$ cat config.mk
export PLATFORM = sky130hd
export DESIGN_NAME = tls_cmd_frontend
export DESIGN_NICKNAME = d
export VERILOG_FILES = /design/src/rtl/tls_cmd_frontend.sv
export SDC_FILE = /design/constraint.sdc
export NUM_CORES = 1
export LEC_CHECK = 0
export BUFFER_PORTS_ARGS = -buffer_cell sky130_fd_sc_hd__buf_4
export CORE_MARGIN = 2
export CORE_UTILIZATION = 45
export CTS_CLUSTER_SIZE = 40
export DETAILED_ROUTE_END_ITERATION = 6
export RECOVER_POWER = 50
export SYNTH_ARGS = -nofsm -noshare
export SYNTH_HDL_FRONTEND = slang
export SYNTH_SLANG_ARGS = --single-unit
$ cat constraint.sdc
create_clock -name clk -period 2.04 [get_ports clk]
set_input_delay 0.408 -clock clk [delete_from_list [all_inputs] [get_ports clk]]
set_output_delay 0.408 -clock clk [all_outputs]
set_load 0.01 [all_outputs]
$ cat src/rtl/tls_cmd_frontend.sv
// tls_cmd_frontend: operator-command front end for the traffic-light controller.
// Synchronises and debounces three raw buttons and turns presses into clean
// controller commands; latches and clamps the phase durations ahead of Set.
// Ports:
//   clk, reset              rising-edge clock, synchronous active-high reset
//   btn_set/stop/jump       raw asynchronous active-high buttons
//   cfg_g/cfg_y/cfg_r [3:0] requested green/yellow/red durations
//   Set                     one-cycle load pulse to the controller
//   Stop                    freeze level (toggled by stop presses)
//   Jump                    one-cycle skip-to-red pulse
//   Gin/Yin/Rin [3:0]       latched, zero-clamped durations
//   busy                    high during a load/Set sequence
module tls_cmd_frontend #(
    parameter int DEB_CYCLES = 4,
    parameter int CNT_W      = 16,
    parameter bit AUTO_SET   = 1'b1
) (
    input  logic       clk,
    input  logic       reset,
    input  logic       btn_set,
    input  logic       btn_stop,
    input  logic       btn_jump,
    input  logic [3:0] cfg_g,
    input  logic [3:0] cfg_y,
    input  logic [3:0] cfg_r,
    output logic       Set,
    output logic       Stop,
    output logic       Jump,
    output logic [3:0] Gin,
    output logic [3:0] Yin,
    output logic [3:0] Rin,
    output logic       busy
);
    typedef enum logic [1:0] {IDLE, LOAD, PULSE} state_t;

    localparam logic [CNT_W-1:0] LAST = CNT_W'(DEB_CYCLES - 1);

    state_t           state, state_n;
    logic [2:0]       btn, s1, s2, deb, deb_q, ev;
    logic [CNT_W-1:0] cnt [3];
    logic             auto_req;
    logic             set_n, stop_n, jump_n;
    logic [3:0]       gin_n, yin_n, rin_n;

    function automatic logic [3:0] clamp(input logic [3:0] v);
        return (v == 4'd0) ? 4'd1 : v;
    endfunction

    // Bit 0 = set, bit 1 = stop, bit 2 = jump throughout.
    assign btn  = {btn_jump, btn_stop, btn_set};
    assign ev   = deb & ~deb_q;
    assign busy = (state != IDLE);

    always_ff @(posedge clk) begin
        if (reset) begin
            s1    <= '0;
            s2    <= '0;
            deb   <= '0;
            deb_q <= '0;
            for (int i = 0; i < 3; i++) cnt[i] <= '0;
        end else begin
            s1    <= btn;
            s2    <= s1;
            deb_q <= deb;
            for (int i = 0; i < 3; i++) begin
                if (s2[i] != deb[i]) begin
                    if (cnt[i] == LAST) begin
                        deb[i] <= s2[i];
                        cnt[i] <= '0;
                    end else begin
                        cnt[i] <= cnt[i] + 1'b1;
                    end
                end else begin
                    cnt[i] <= '0;
                end
            end
        end
    end

    // Held high only through reset, so the automatic load fires on the
    // first cycle after reset releases.
    always_ff @(posedge clk) auto_req <= reset ? AUTO_SET : 1'b0;

    // Outputs are registered from the next state so that the durations and
    // the cleared Stop are visible during LOAD and Set is high during PULSE.
    always_comb begin
        state_n = state;
        set_n   = 1'b0;
        jump_n  = 1'b0;
        stop_n  = Stop;
        gin_n   = Gin;
        yin_n   = Yin;
        rin_n   = Rin;
        case (state)
            IDLE: begin
                if (ev[0] || auto_req) begin
                    // A set wins: stop/jump events in the same cycle are dropped.
                    state_n = LOAD;
                    stop_n  = 1'b0;
                    gin_n   = clamp(cfg_g);
                    yin_n   = clamp(cfg_y);
                    rin_n   = clamp(cfg_r);
                end else begin
                    jump_n = ev[2];
                    stop_n = Stop ^ ev[1];
                end
            end
            LOAD: begin
                state_n = PULSE;
                set_n   = 1'b1;
                stop_n  = 1'b0;
            end
            default: state_n = IDLE;
        endcase
    end

    always_ff @(posedge clk) begin
        if (reset) begin
            state <= IDLE;
            Set   <= 1'b0;
            Stop  <= 1'b0;
            Jump  <= 1'b0;
            Gin   <= 4'd1;
            Yin   <= 4'd1;
            Rin   <= 4'd1;
        end else begin
            state <= state_n;
            Set   <= set_n;
            Stop  <= stop_n;
            Jump  <= jump_n;
            Gin   <= gin_n;
            Yin   <= yin_n;
            Rin   <= rin_n;
        end
    end
endmodule

==> flow_summary_export.csv <==
group,metric,value,unit
synthesis,number_of_synthesized_flops_with_an_enable_pin,48,
synthesis,synth.cells.most_frequent,"sky130_fd_sc_hd__nor2_1, sky130_fd_sc_hd__edfxtp_1, sky130_fd_sc_hd__dfxtp_1",
synthesis,synth.most_common_cell,"sky130_fd_sc_hd__nor2_1",
layout,antenna_cells,0,
synthesis,synthFlopType,"sky130_fd_sc_hd__edfxtp_1",
placement,dpl.cell_count,523,
global_routing,via_count_of_the_first_global_routing_pass,2626,
worst_setup_path,timing.reg2reg.setup_slack,0.25,ns
floorplan,num_rows,32,
synthesis,top_cell_type_by_total_area_after_synthesis,"sky130_fd_sc_hd__edfxtp_1",
routing,final_antenna_net_count,0,
clock_tree,cts.sink_count,78,
pwr,power_density,758,nW/um^2
floorplan,die_area,8780,sq um
global_routing,grt_pass1_wl,11000,um
layout,seqCellArea,2040,sq um
synthesis,synthesis.area,3620,sq um
synthesis,yosys_register_bits,78,
clock_tree,htreeDepth,3,
placement,detailedPlacementHpwl,4410,um
pwr,power.clock.fraction,0.397,
clock_tree,cts_max_path_buffers,2,
routing,wl_per_cell,11.4,um
layout,final.fill_count,744,
routing,drc,0,
worst_setup_path,setup.worst_path.start,"cnt[1][1]",
worst_setup_path,reg2reg_depth,5,
worst_setup_path,arrival,2.00,ns
worst_setup_path,worstSetupEndpoint,"cnt[1][14]",
synthesis,async_reset_ff_frac,0,
placement,buffer_ports.inserted,32,
global_routing,grt_usage,0.158,
clock_tree,cts_resized,0,
clock_tree,hold_buffers_post_cts,0,
worst_setup_path,timing.rr.end,"cnt[1][14]",
routing,detailed_route_wl,6140,um
layout,flow.area_growth_from_synthesis,21.3,%
clock_tree,tritoncts,"yes",
synthesis,ys_seq_area_frac,0.564,
timing,finalHoldViolations,0,
synthesis,syn_inst,341,
floorplan,fp.coreArea,7770,sq um
timing,clock.fmax,557,MHz
routing,first_pass_iters,4,
pwr,net-switching-power,0.000740,W
timing,layout_worst_path_cycle_share,0.880,
global_routing,global_route.overflow_total,0,
run_status,outcome,"finished clean",
floorplan,die_x,93.7,um
pwr,p_int,0.00259,W
pwr,power.static_leakage,1.63,nW
timing,largest_clock_skew_in_the_final_design,0.00979,ns
timing,rsz0062_at_grt,"no",
worst_setup_path,worstPathMaxFanout,6,
synthesis,synth.distinct_cells,38,
global_routing,pin_count_of_the_biggest_net_entering_global_routing,33,
synthesis,syn_area_per_cell,10.6,sq um
routing,drt_iter0_drc,93,
synthesis,yosys-top-cells-area,"sky130_fd_sc_hd__edfxtp_1, sky130_fd_sc_hd__dfxtp_1, sky130_fd_sc_hd__nor2_1",
timing,period_minus_slack,1.79,ns
pwr,ir_worst_vdd,0.322,mV
hold_path,holdCritPathClass,"in2reg",
floorplan,floorplan.initialDensity,0.466,
layout,layout.nets,452,
routing,vias,2592,
synthesis,yosys_warnings,0,
clock_tree,worst_setup_hold_path_clk_slew,0.08,ns
layout,multi_input_comb_area,1700,sq um
worst_setup_path,critical_path_end_type,"register",
floorplan,floorplan.io_pins,33,
job,drv.max_cap_violation_count,0,
layout,instances_no_fill,539,
clock_tree,clock_tree.root_cell,"sky130_fd_sc_hd__clkbuf_8",
synthesis,post-synth-top-area-fraction,0.398,
worst_setup_path,worstReg2RegStart,"cnt[1][1]",
pwr,fraction_of_power_spent_switching_nets,0.222,
timing,setup_viol_count_final,0,
placement,gp_routability_congestion,0.814,
floorplan,fp.dieH,93.7,um
timing,slew_viol_final,0,
routing,via_per_inst,4.81,
worst_setup_path,critical_path.startpoint_type,"register",
layout,drive_above_1_share,0.105,
clock_tree,cts_setup_buffers,0,
worst_setup_path,timing_worst_setup_path_type,"reg2reg",
clock_tree,clock_latency,0.35,ns
timing,setup_total_negative_slack,0,ns
pwr,p_comb_frac,0.061,
pwr,share_seq_of_total_power,0.542,
clock_tree,num_cts_buffers,9,
hold_path,worst_hold_startpoint,"btn_jump",
global_routing,antenna_found_initial,0,
worst_setup_path,critPathRequiredTime,2.24,ns
## registers in the layout, indices dropped and copies added (netlist names)
signal and count:
Rin 4, auto_req 1, deb_q 3, cnt 48, Stop 1, Yin 4
s1 3, Jump 1, state 2, Set 1, s2 3, deb 3
Gin 4
## per-layer routing
layer | GRT usage | up-vias | routed length [um]
met1 | 0.191 | 1186 | 2930
met5 | 0 | - | 0
met3 | 0.0465 | 14 | 247
met2 | 0.262 | 38 | 2830
met4 | 0.0713 | 0 | 134
li1 | - | 1354 | -
## logic make-up (layout without fill, tap and decap cells)
| logic type | count (synthesis) | count (layout) | share of synthesized area |
|---|---|---|---|
| AND/OR/NAND/NOR | 175 | 175 | 0.248 |
| multiplexers | 12 | 12 | 0.0332 |
| flip-flops | 78 | 78 | 0.564 |
| buffers and inverters | 15 | 64 | 0.0162 |
| adder cells (fa/ha/maj) | 3 | 3 | 0.0104 |
| other | 1 | 48 | 0.00104 |
| XOR/XNOR | 40 | 40 | 0.0968 |
| AO/OA/AOI/OAI | 17 | 17 | 0.0304 |
## through the flow
| stage | worst slack, ns | cell area, sq um | power (W) | util | hold slack (ns) |
|---|---|---|---|---|---|
| 4_1_cts | 0.222 | 4450 | 0.00339 | 0.573 | 0.251 |
| 6_report | 0.246 | 4390 | 0.00333 | 0.565 | 0.265 |
| 3_3_place_gp | 0.257 | 4220 | 0.00206 | 0.543 | 0.420 |
| 3_5_place_dp | 0.226 | 4220 | 0.00206 | 0.543 | 0.422 |
| 5_1_grt | 0.0451 | 4390 | 0.00348 | 0.565 | 0.250 |
| 2_1_floorplan | 0.203 | 3800 | 0.00196 | - | 0.414 |
## final cells by class
| class | instances | area share |
|---|---|---|
| multi-input cells | 295 | 0.386 |
| repair buffers | 42 | 0.0604 |
| clock inverters | 3 | 0.0103 |
| flip-flops and latches | 78 | 0.465 |
| inverters | 6 | 0.00513 |
| clock buffers | 13 | 0.0436 |
| well taps | 102 | 0.0291 |
## how the worst min path moves through the flow
| stage | to | cells after the start | slack [ns] |
|---|---|---|---|
| after floorplan | s2[0] | 1 | 0.41 |
| after global placement | s2[2] | 1 | 0.42 |
| after detailed placement | s2[2] | 1 | 0.42 |
| after CTS | s1[2] | 2 | 0.25 |
| after global routing | s1[2] | 2 | 0.25 |
| final | s1[2] | 2 | 0.26 |
## layout by cell type (no fill, tap or decap), types with 5 or more instances in the layout
cell                       Yosys  routed
sky130_fd_sc_hd__nor2_1       67      67
sky130_fd_sc_hd__edfxtp_1     48      48
sky130_fd_sc_hd__conb_1        1      48
sky130_fd_sc_hd__dfxtp_1      30      30
sky130_fd_sc_hd__xnor2_1      26      26
sky130_fd_sc_hd__buf_4         0      24
sky130_fd_sc_hd__nand3_1      18      18
sky130_fd_sc_hd__clkbuf_1      6      17
sky130_fd_sc_hd__nor3_1       16      16
sky130_fd_sc_hd__xor2_1       14      14
sky130_fd_sc_hd__nand2_1      13      13
sky130_fd_sc_hd__mux2i_1      12      12
sky130_fd_sc_hd__nand4_1      12      12
sky130_fd_sc_hd__nor2b_1      10      10
sky130_fd_sc_hd__nor4_1       10      10
sky130_fd_sc_hd__clkbuf_8      0      10
sky130_fd_sc_hd__inv_1         6       6
sky130_fd_sc_hd__a21oi_1       6       6
sky130_fd_sc_hd__and3_1        5       5
## worst max-delay path, stage by stage (launching register included)
cell                       delay [ns]
sky130_fd_sc_hd__edfxtp_1        0.43
sky130_fd_sc_hd__ha_1            0.27
sky130_fd_sc_hd__nand3_1         0.14
sky130_fd_sc_hd__or2_2           0.32
sky130_fd_sc_hd__or3_1           0.34
sky130_fd_sc_hd__a21oi_1         0.14
## power by group through the flow
stage	Clock, W	Sequential [W]	Combinational (W)
5_1_grt	0.00143	0.00181	0.000235
2_1_floorplan	0	0.00183	0.000130
3_3_place_gp	0	0.00184	0.000220
3_5_place_dp	0	0.00184	0.000221
6_report	0.00132	0.00180	0.000204
4_1_cts	0.00136	0.00180	0.000222
(Power assumes the default switching activity.)
